[src/rtl/addr_gen_fp_aioht_wr.sv]
// Forward-pass aioht write address generator.
// Produces ascending write addresses NUM_CELL*ts + cell, one per valid cell
// result, across TIMESTEP timesteps, then pulses o_done for one cycle.
//
// state | meaning
// IDLE  | waiting for i_start; pointer/ts hold last values
// RUN   | accepting cell results, o_we follows i_valid
// DONE  | sequence complete, o_done high for one cycle
//
// Optional feature macro: ADDR_GEN_FP_DLY_EN
//   defined   -> o_addr_dly is o_addr_wr registered by one cycle
//   undefined -> o_addr_dly is o_addr_wr passed through
module addr_gen_fp_aioht_wr #(
  parameter int ADDR_WIDTH = 12,
  parameter int NUM_CELL   = 8,
  parameter int TIMESTEP   = 7,
  localparam int TS_W      = (TIMESTEP > 1) ? $clog2(TIMESTEP) : 1,
  localparam int CELL_W    = (NUM_CELL > 1) ? $clog2(NUM_CELL) : 1
) (
  input  logic                  clk,
  input  logic                  rst,
  input  logic                  i_start,
  input  logic                  i_valid,
  input  logic                  i_abort,
  output logic [ADDR_WIDTH-1:0] o_addr_wr,
  output logic                  o_we,
  output logic [ADDR_WIDTH-1:0] o_addr_dly,
  output logic [TS_W-1:0]       o_ts,
  output logic                  o_busy,
  output logic                  o_done,
  output logic                  o_err
);

  typedef enum logic [1:0] {
    IDLE = 2'd0,
    RUN  = 2'd1,
    DONE = 2'd2
  } state_t;

  localparam logic [CELL_W-1:0] CELL_LAST = CELL_W'(NUM_CELL - 1);
  localparam logic [TS_W-1:0]   TS_LAST   = TS_W'(TIMESTEP - 1);

  state_t                  state_q;
  logic [CELL_W-1:0]       cell_q;
  logic [TS_W-1:0]         ts_q;
  logic [ADDR_WIDTH-1:0]   ptr_q;
  logic                    err_q;

  // Sequencer: state, cell/timestep counters, address pointer and sticky error.
  always_ff @(posedge clk or negedge rst) begin
    if (!rst) begin
      state_q <= IDLE;
      cell_q  <= '0;
      ts_q    <= '0;
      ptr_q   <= '0;
      err_q   <= 1'b0;
    end else begin
      // A result arriving while not collecting is a protocol error; it never clears.
      if (i_valid && (state_q != RUN)) begin
        err_q <= 1'b1;
      end
      case (state_q)
        IDLE: begin
          if (!i_abort && i_start) begin
            state_q <= RUN;
            cell_q  <= '0;
            ts_q    <= '0;
            ptr_q   <= '0;
          end
        end
        RUN: begin
          if (i_abort) begin
            state_q <= IDLE;
          end else if (i_valid) begin
            if (cell_q == CELL_LAST) begin
              cell_q <= '0;
              if (ts_q == TS_LAST) begin
                // Last write: pointer and ts stay on the final address.
                state_q <= DONE;
              end else begin
                ts_q  <= ts_q + TS_W'(1);
                ptr_q <= ptr_q + ADDR_WIDTH'(1);
              end
            end else begin
              cell_q <= cell_q + CELL_W'(1);
              ptr_q  <= ptr_q + ADDR_WIDTH'(1);
            end
          end
        end
        DONE: begin
          state_q <= IDLE;
        end
        default: begin
          state_q <= IDLE;
        end
      endcase
    end
  end

  // Write strobe follows i_valid in RUN; abort suppresses it in the same cycle.
  always_comb begin
    o_we   = (state_q == RUN) && i_valid && !i_abort;
    o_busy = (state_q == RUN);
    o_done = (state_q == DONE) && !i_abort;
  end

  assign o_addr_wr = ptr_q;
  assign o_ts      = ts_q;
  assign o_err     = err_q;

`ifdef ADDR_GEN_FP_DLY_EN
  logic [ADDR_WIDTH-1:0] dly_q;

  // One-cycle delayed copy of the write address for the gate-derivative store.
  always_ff @(posedge clk or negedge rst) begin
    if (!rst) begin
      dly_q <= '0;
    end else begin
      dly_q <= ptr_q;
    end
  end

  assign o_addr_dly = dly_q;
`else
  assign o_addr_dly = ptr_q;
`endif

endmodule
[config.mk]
export PLATFORM = sky130hd
export DESIGN_NAME = addr_gen_fp_aioht_wr
export DESIGN_NICKNAME = d
export VERILOG_FILES = /design/src/rtl/addr_gen_fp_aioht_wr.sv
export SDC_FILE = /design/constraint.sdc
export NUM_CORES = 1
export LEC_CHECK = 0
export ABC_AREA = 0
export BUFFER_PORTS_ARGS = -buffer_cell sky130_fd_sc_hd__buf_4
export CORE_MARGIN = 2
export CORE_UTILIZATION = 47
export DETAILED_ROUTE_END_ITERATION = 10
export PLACE_DENSITY_LB_ADDON = 0.05
export SLEW_MARGIN = 10
export SYNTH_ARGS = -nofsm -noshare
export SYNTH_HDL_FRONTEND = slang
export SYNTH_SLANG_ARGS = --single-unit
[constraint.sdc]
create_clock -name clk -period 2 [get_ports clk]
set_input_delay 0.2 -clock clk [delete_from_list [all_inputs] [get_ports clk]]
set_output_delay 0.2 -clock clk [all_outputs]
set_load 0.05 [all_outputs]
=== Word level (Yosys, flattened, before mapping) ===
Cells that the tools add are included.

* Output and inout port bits: 31
* Input port bits: 5
* Word-level logic and storage cells: 56
* Bits in latches: 0
* Register bits after elaboration: 21
* Memories: 0
* Memory bits (writable): 0
* Memory bits (read-only): 0

* Add/subtract/negate cells: 3
* Div/mod/pow operators: 0
* Mux-type cells: 22
* Shift-type cells: 0
* Multiply operators: 0
* Bitwise gates (word level): 0
* Equal/unequal tests: 14
* $lt $le $gt $ge: 0
* Reductions and logical operators: 12

{| class="wikitable"
|+ Operator list
! operator !! number
|-
| two-way mux 12 bit || 5
|-
| two-way mux 3 bit || 8
|-
| case mux 12 bit (2 select lines) || 1
|-
| adder 12 x 1 -> 12 bit, second input constant || 1
|-
| case mux 3 bit (2 select lines) || 2
|-
| two-way mux 2 bit || 5
|-
| != test 2 bit, second input constant || 4
|-
| AND reduction 4 bit || 2
|-
| adder 3 x 1 -> 3 bit, second input constant || 2
|-
| == test 3 bit, second input constant || 2
|-
| != test 3 x 2 -> 1 bit, second input constant || 2
|-
| != test 3 bit, second input constant || 2
|-
| AND reduction 6 bit || 1
|-
| logical AND 1 bit || 5
|-
| AND reduction 5 bit || 1
|-
| != test 2 x 1 -> 1 bit, second input constant || 2
|-
| case mux 2 bit (2 select lines) || 1
|-
| == test 2 x 1 -> 1 bit, second input constant || 1
|-
| == test 2 bit, second input constant || 1
|-
| logical NOT 2 bit || 1
|-
| nonzero test 2 bit || 1
|-
| logical NOT 1 bit || 1
|}

=== Depth between registers and ports, before layout ===
* Depth after elaboration: 6
* Gate-level depth with buffers: 7
* Depth with buffers taken out: 6

=== Least setup slack after synthesis ===
OpenSTA, ideal clock, no wires.

* Path type: flip-flop to flip-flop
* Start: register ts_q[0] (netlist: o_ts[0])
* End: register ptr_q[11] (netlist: o_addr_dly[11])
* Setup time: 78 ps
* Clock period less this slack: 1996 ps
* Arrival: 1918 ps
* Buffers on the path: 0
* Stages on the path, launching flop included: 7
* Setup slack: 4 ps
* Required time: 1922 ps
* Cell sequence: dfrtp_1 -> inv_1 -> ha_1 -> nand3_1 -> o2111ai_4 -> or4_1 -> a21oi_1

* Longest elaborated chain between the ends: 3

{| class="wikitable"
|+ Ends and longest elaborated chain
! item !! line !! source
|-
| from (decl) || 45 || <nowiki>logic [TS_W-1:0] ts_q;</nowiki>
|-
| from (signal assigned) || 81 || <nowiki>ts_q <= ts_q + TS_W'(1);</nowiki>
|-
| == test 3 bit || 77 || <nowiki>if (ts_q == TS_LAST) begin</nowiki>
|-
| != test 3 bit (no source line) || n/a ||
|-
| AND reduction 5 bit (no source line) || n/a ||
|-
| to (signal assigned) || 82 || <nowiki>ptr_q <= ptr_q + ADDR_WIDTH'(1);</nowiki>
|-
| to (signal assigned) || 86 || <nowiki>ptr_q <= ptr_q + ADDR_WIDTH'(1);</nowiki>
|-
| to (decl) || 46 || <nowiki>logic [ADDR_WIDTH-1:0] ptr_q;</nowiki>
|}

Every way passes these cells.
A chain may end at the register's enable or synchronous reset.

=== Worst setup path after layout ===
* Start: register cell_q[0]
* End: register ptr_q[11] (netlist: o_addr_dly[11])

* Longest elaborated chain between the ends: 5
* Elaborated cells on any way between the ends: 7
* Those cells by class: eq/ne: 2; mux: 4; reduce/logical: 1

{| class="wikitable"
|+ Ends and longest elaborated chain
! item !! line !! source
|-
| from (decl) || 44 || <nowiki>logic [CELL_W-1:0] cell_q;</nowiki>
|-
| from (signal assigned) || 85 || <nowiki>cell_q <= cell_q + CELL_W'(1);</nowiki>
|-
| == test 3 bit * || 75 || <nowiki>if (cell_q == CELL_LAST) begin</nowiki>
|-
| two-way mux 12 bit || 75 ||
|-
| two-way mux 12 bit || 74 || <nowiki>end else if (i_valid) begin</nowiki>
|-
| two-way mux 12 bit || 72 || <nowiki>if (i_abort) begin</nowiki>
|-
| case mux 12 bit (2 select lines) || 62 || <nowiki>case (state_q)</nowiki>
|}

Mark *: on every way between the ends. The rest lies on a longest branch, timed or not. The select of a mux whose other input is x is not followed.

==> flow_results.xml <==
<?xml version="1.0" encoding="UTF-8"?>
<metrics>
  <group name="sta">
    <metric name="skew" unit="ns">0.00934</metric>
    <metric name="setup_tns" unit="ns">0</metric>
    <metric name="timing.final.setup_violations" unit="">0</metric>
    <metric name="hold_viol_final" unit="">0</metric>
    <metric name="maxClockFrequency" unit="MHz">528</metric>
    <metric name="final.setup.worst_slack" unit="ns">0.106</metric>
    <metric name="grt_setup_unrepaired" unit="">no</metric>
    <metric name="max_slew_margin" unit="%">73.0</metric>
    <metric name="final_min_period_over_clock_period" unit="%">94.7</metric>
    <metric name="drv_slew" unit="">0</metric>
    <metric name="worst_pin_slew" unit="ns">0.399</metric>
    <metric name="fin_crit" unit="ns">1.89</metric>
  </group>
  <group name="drt">
    <metric name="route.detailed.wl_per_inst" unit="um">13.9</metric>
    <metric name="wirelength_met1" unit="um">1180</metric>
    <metric name="router_iterations_before_antenna_repair" unit="">4</metric>
    <metric name="dr_total_vias" unit="">1052</metric>
    <metric name="routed_via_density" unit="">5.63</metric>
    <metric name="drt_wl_total" unit="um">2590</metric>
    <metric name="drc" unit="">0</metric>
    <metric name="met3WireLength" unit="um">128</metric>
    <metric name="routed.top_layer" unit="">met4</metric>
    <metric name="antenna_violating_nets_post_route" unit="">0</metric>
    <metric name="drt_first_iter_violations" unit="">13</metric>
    <metric name="met2_wirelength" unit="um">1250</metric>
  </group>
  <group name="worst_setup_path">
    <metric name="cp_data_required_time" unit="ns">2.24</metric>
    <metric name="worst-endpoint-arrival" unit="ns">2.13</metric>
    <metric name="critical_path.reg2reg.startpoint" unit="">cell_q[0]$_DFFE_PN0P_</metric>
    <metric name="cp-start-kind" unit="">register</metric>
    <metric name="end_kind" unit="">register</metric>
    <metric name="critPathMaxFanout" unit="">6</metric>
    <metric name="r2r_slack" unit="ns">0.11</metric>
    <metric name="criticalPathCategory" unit="">reg -&gt; reg</metric>
    <metric name="crit-reg2reg-capture" unit="">o_addr_dly[11]$_DFFE_PN0P_</metric>
    <metric name="worst_r2r_path_depth" unit="">6</metric>
  </group>
  <group name="clocking">
    <metric name="worstSkewPairLatency" unit="ns">0.31</metric>
    <metric name="clk_pin_slew" unit="ns">0.12</metric>
    <metric name="tritoncts" unit="">yes</metric>
    <metric name="cts-root-buf" unit="">sky130_fd_sc_hd__clkbuf_4</metric>
    <metric name="clock_path_buffers" unit="">2</metric>
    <metric name="numCtsBuffers" unit="">3</metric>
    <metric name="clock_tree.htree_level_count" unit="">1</metric>
    <metric name="clock_sink_count" unit="">21</metric>
  </group>
  <group name="logic_synthesis">
    <metric name="ys_seq_area_share" unit="%">43.1</metric>
    <metric name="ys_warn_count" unit="">0</metric>
    <metric name="syn_avg_cell_area" unit="um^2">9.60</metric>
    <metric name="synth_seq_cells" unit="">21</metric>
    <metric name="yosys.area_share.xor_xnor" unit="%">0</metric>
    <metric name="synthAdderAreaFrac" unit="%">5.13</metric>
    <metric name="post_synth_main_area_contributors" unit="">sky130_fd_sc_hd__dfrtp_1 (43%), sky130_fd_sc_hd__buf_4 (7.4%), sky130_fd_sc_hd__ha_1 (5.1%), sky130_fd_sc_hd__nand2_1 (4.6%), sky130_fd_sc_hd__a21oi_1 (4.1%)</metric>
    <metric name="post_synth_and_or_nand_nor_area_fraction" unit="%">21.9</metric>
    <metric name="synth_mux_area_share" unit="%">2.16</metric>
    <metric name="synth_fp_nets" unit="">137</metric>
    <metric name="yosysTopAreaCellShare" unit="%">43.1</metric>
    <metric name="mappedNetlistArea" unit="mm^2">0.00122</metric>
    <metric name="netlist.top_cell.by_area" unit="">sky130_fd_sc_hd__dfrtp_1</metric>
    <metric name="synth_cell_types" unit="">37</metric>
    <metric name="synth_compound_gate_area_share" unit="%">17.1</metric>
    <metric name="syn-instance-count" unit="">127</metric>
    <metric name="synth_top_family_by_area" unit="">simple AND/OR/NAND/NOR gates</metric>
  </group>
  <group name="layout">
    <metric name="fraction_of_layout_cells_with_a_size_suffix_above_1" unit="%">33.1</metric>
    <metric name="fill_cells" unit="">219</metric>
    <metric name="nNetsFinal" unit="">168</metric>
    <metric name="n_antenna_cell" unit="">0</metric>
    <metric name="post-route-util" unit="%">60.5</metric>
    <metric name="syn_to_final_growth" unit="%">22.9</metric>
  </group>
  <group name="die">
    <metric name="initial_utilization" unit="%">49.2</metric>
    <metric name="boundaryPins" unit="">36</metric>
    <metric name="num_rows" unit="">18</metric>
    <metric name="die_height" unit="um">54.9</metric>
    <metric name="core-area" unit="mm^2">0.00248</metric>
    <metric name="design.die.area" unit="mm^2">0.00302</metric>
    <metric name="floorplan.die.width" unit="um">54.9</metric>
  </group>
  <group name="outcome">
    <metric name="run_status" unit="">finished clean</metric>
  </group>
  <group name="grt">
    <metric name="antenna_violations_before_repair" unit="">0</metric>
    <metric name="grt_max_degree" unit="">22</metric>
    <metric name="first_global_vias" unit="">916</metric>
    <metric name="globalRouteOverflowTotal" unit="">0</metric>
    <metric name="track_usage" unit="%">18.4</metric>
    <metric name="wire_length_of_the_first_global_routing_pass" unit="um">3990</metric>
  </group>
  <group name="placement">
    <metric name="detailed_place_hpwl" unit="um">1880</metric>
    <metric name="gp_congestion" unit="">0.730</metric>
    <metric name="dp_slack" unit="ns">0.0803</metric>
    <metric name="port-buffer-count" unit="">35</metric>
  </group>
  <group name="min_path">
    <metric name="min_delay_worst_endpoint" unit="">state_q[1]$_DFFE_PN0P_</metric>
    <metric name="min_from" unit="">i_abort</metric>
    <metric name="hold_path_class" unit="">in -&gt; reg</metric>
    <metric name="worst_hold_path.num_cells" unit="">2</metric>
  </group>
  <group name="power">
    <metric name="power_leakage" unit="nW">0.719</metric>
    <metric name="pwr_density_cell" unit="mW/mm^2">668</metric>
    <metric name="vdd_ir_drop_max" unit="mV">0.477</metric>
  </group>
  <group name="run">
    <metric name="max_cap_violations" unit="">0</metric>
  </group>
</metrics>
-- cell usage in the layout, fill, tap and decap left out, drive strengths merged --
| cell type | n |
|---|---|
| clkinv | 1 |
| a21boi | 1 |
| inv | 5 |
| dfrtp | 21 |
| nor2 | 4 |
| ha | 5 |
| nor4 | 1 |
| o211a | 1 |
| nor3b | 1 |
| or2 | 2 |
| nand4 | 3 |
| nand2 | 15 |
| nor4b | 1 |
| o31ai | 5 |
| or4b | 1 |
| o2111ai | 1 |
| nor3 | 1 |
| or4 | 5 |
| and3 | 1 |
| a21o | 2 |
| mux2 | 2 |
| a31o | 1 |
| buf | 39 |
| a21oi | 10 |
| nand2b | 1 |
| o211ai | 1 |
| or3 | 6 |
| clkbuf | 4 |
| and2 | 1 |
| o21ai | 8 |
| nand3 | 6 |
| dlygate4sd3 | 1 |
-- power breakdown --
part | internal, W | leakage (nW) | switching [W] | total, W
Sequential | 0.000455 | 0.283 | 0.0000342 | 0.000490
Clock | 0.0000748 | 0.0177 | 0.000132 | 0.000207
Combinational | 0.0000945 | 0.418 | 0.000210 | 0.000304
Total | 0.000625 | 0.719 | 0.000376 | 0.00100
-- metrics by stage --
stage | instance area, um^2 | cells | hold slack [ns] | total power, W
6_report | 1500 | 187 | 0.0789 | 0.00100
2_1_floorplan | 1220 | 127 | -0.0956 | 0.000710
3_5_place_dp | 1430 | 180 | 0.101 | 0.000798
5_1_grt | 1500 | 187 | 0.0685 | 0.00106
3_3_place_gp | 1430 | 180 | 0.102 | 0.000791
4_1_cts | 1470 | 185 | 0.0675 | 0.00101
-- state kept, by name, indices dropped and copies added (netlist names) --
signal      count
o_ts            3
o_err           1
state_q         2
cell_q          3
o_addr_dly     12
-- how the worst max path moves through the flow --
stage,startpoint,endpoint,depth (start not counted)
after floorplan,o_ts[0]$_DFFE_PN0P_,o_addr_dly[11]$_DFFE_PN0P_,6
after global placement,cell_q[0]$_DFFE_PN0P_,o_addr_dly[10]$_DFFE_PN0P_,6
after detailed placement,cell_q[0]$_DFFE_PN0P_,o_addr_dly[8]$_DFFE_PN0P_,6
after CTS,cell_q[0]$_DFFE_PN0P_,o_addr_dly[10]$_DFFE_PN0P_,6
after global routing,state_q[1]$_DFFE_PN0P_,o_we,5
final,cell_q[0]$_DFFE_PN0P_,o_addr_dly[11]$_DFFE_PN0P_,6
-- worst max-delay path: stages (launching register included) --
cell                        delay, ns
sky130_fd_sc_hd__dfrtp_1         0.42
sky130_fd_sc_hd__ha_1            0.21
sky130_fd_sc_hd__ha_1            0.23
sky130_fd_sc_hd__nand3_2         0.13
sky130_fd_sc_hd__o2111ai_4       0.18
sky130_fd_sc_hd__or4_1           0.50
sky130_fd_sc_hd__a21oi_1         0.15
-- per-layer routing --
| metal | GRT usage (%) | vias up |
|---|---|---|
| li1 | - | 510 |
| met1 | 23.1 | 503 |
| met2 | 31.9 | 34 |
| met3 | 2.42 | 5 |
| met4 | 7.32 | 0 |
| met5 | 0 | - |
-- cells in the mapped netlist, drive strengths merged --
cell type  instances
a21boi             1
a21o               2
a21oi             10
a31o               1
and2               1
and3               1
buf               14
clkbuf             1
dfrtp             21
ha                 5
inv                5
mux2               2
nand2             15
nand2b             1
nand3              6
nand4              3
nor2               4
nor3               1
nor3b              1
nor4               1
nor4b              1
o2111ai            1
o211a              1
o211ai             1
o21ai              8
o31ai              5
or2                2
or3                6
or4                5
or4b               1
-- timing repair --
action / 4_1_cts / 5_1_grt
setup buffers: 0 / 2
endpoints found under the hold margin: 21 / 0
endpoints found under the setup margin: 0 / 5
gates resized for setup: 0 / 3
hold buffers: 1 / 0
-- layout make-up --
type	instances	area, um^2	area share (%)
Multi-Input combinational cell	86	581	38.8
Clock inverter	1	5.00	0.334
Tap cell	30	37.5	2.51
Inverter	5	18.8	1.25
Clock buffer	3	22.5	1.50
Sequential cell	21	526	35.1
Timing Repair Buffer	41	308	20.6
-- cells by family (layout without fill, tap and decap cells) --
family / Yosys count / in the layout
buffers and inverters: 20 / 50
AOI/OAI and AO/OA: 30 / 30
adders and majority gates: 5 / 5
DFF: 21 / 21
muxes: 2 / 2
and+or+nand+nor: 49 / 49
Power figures use the tool's default switching activity.
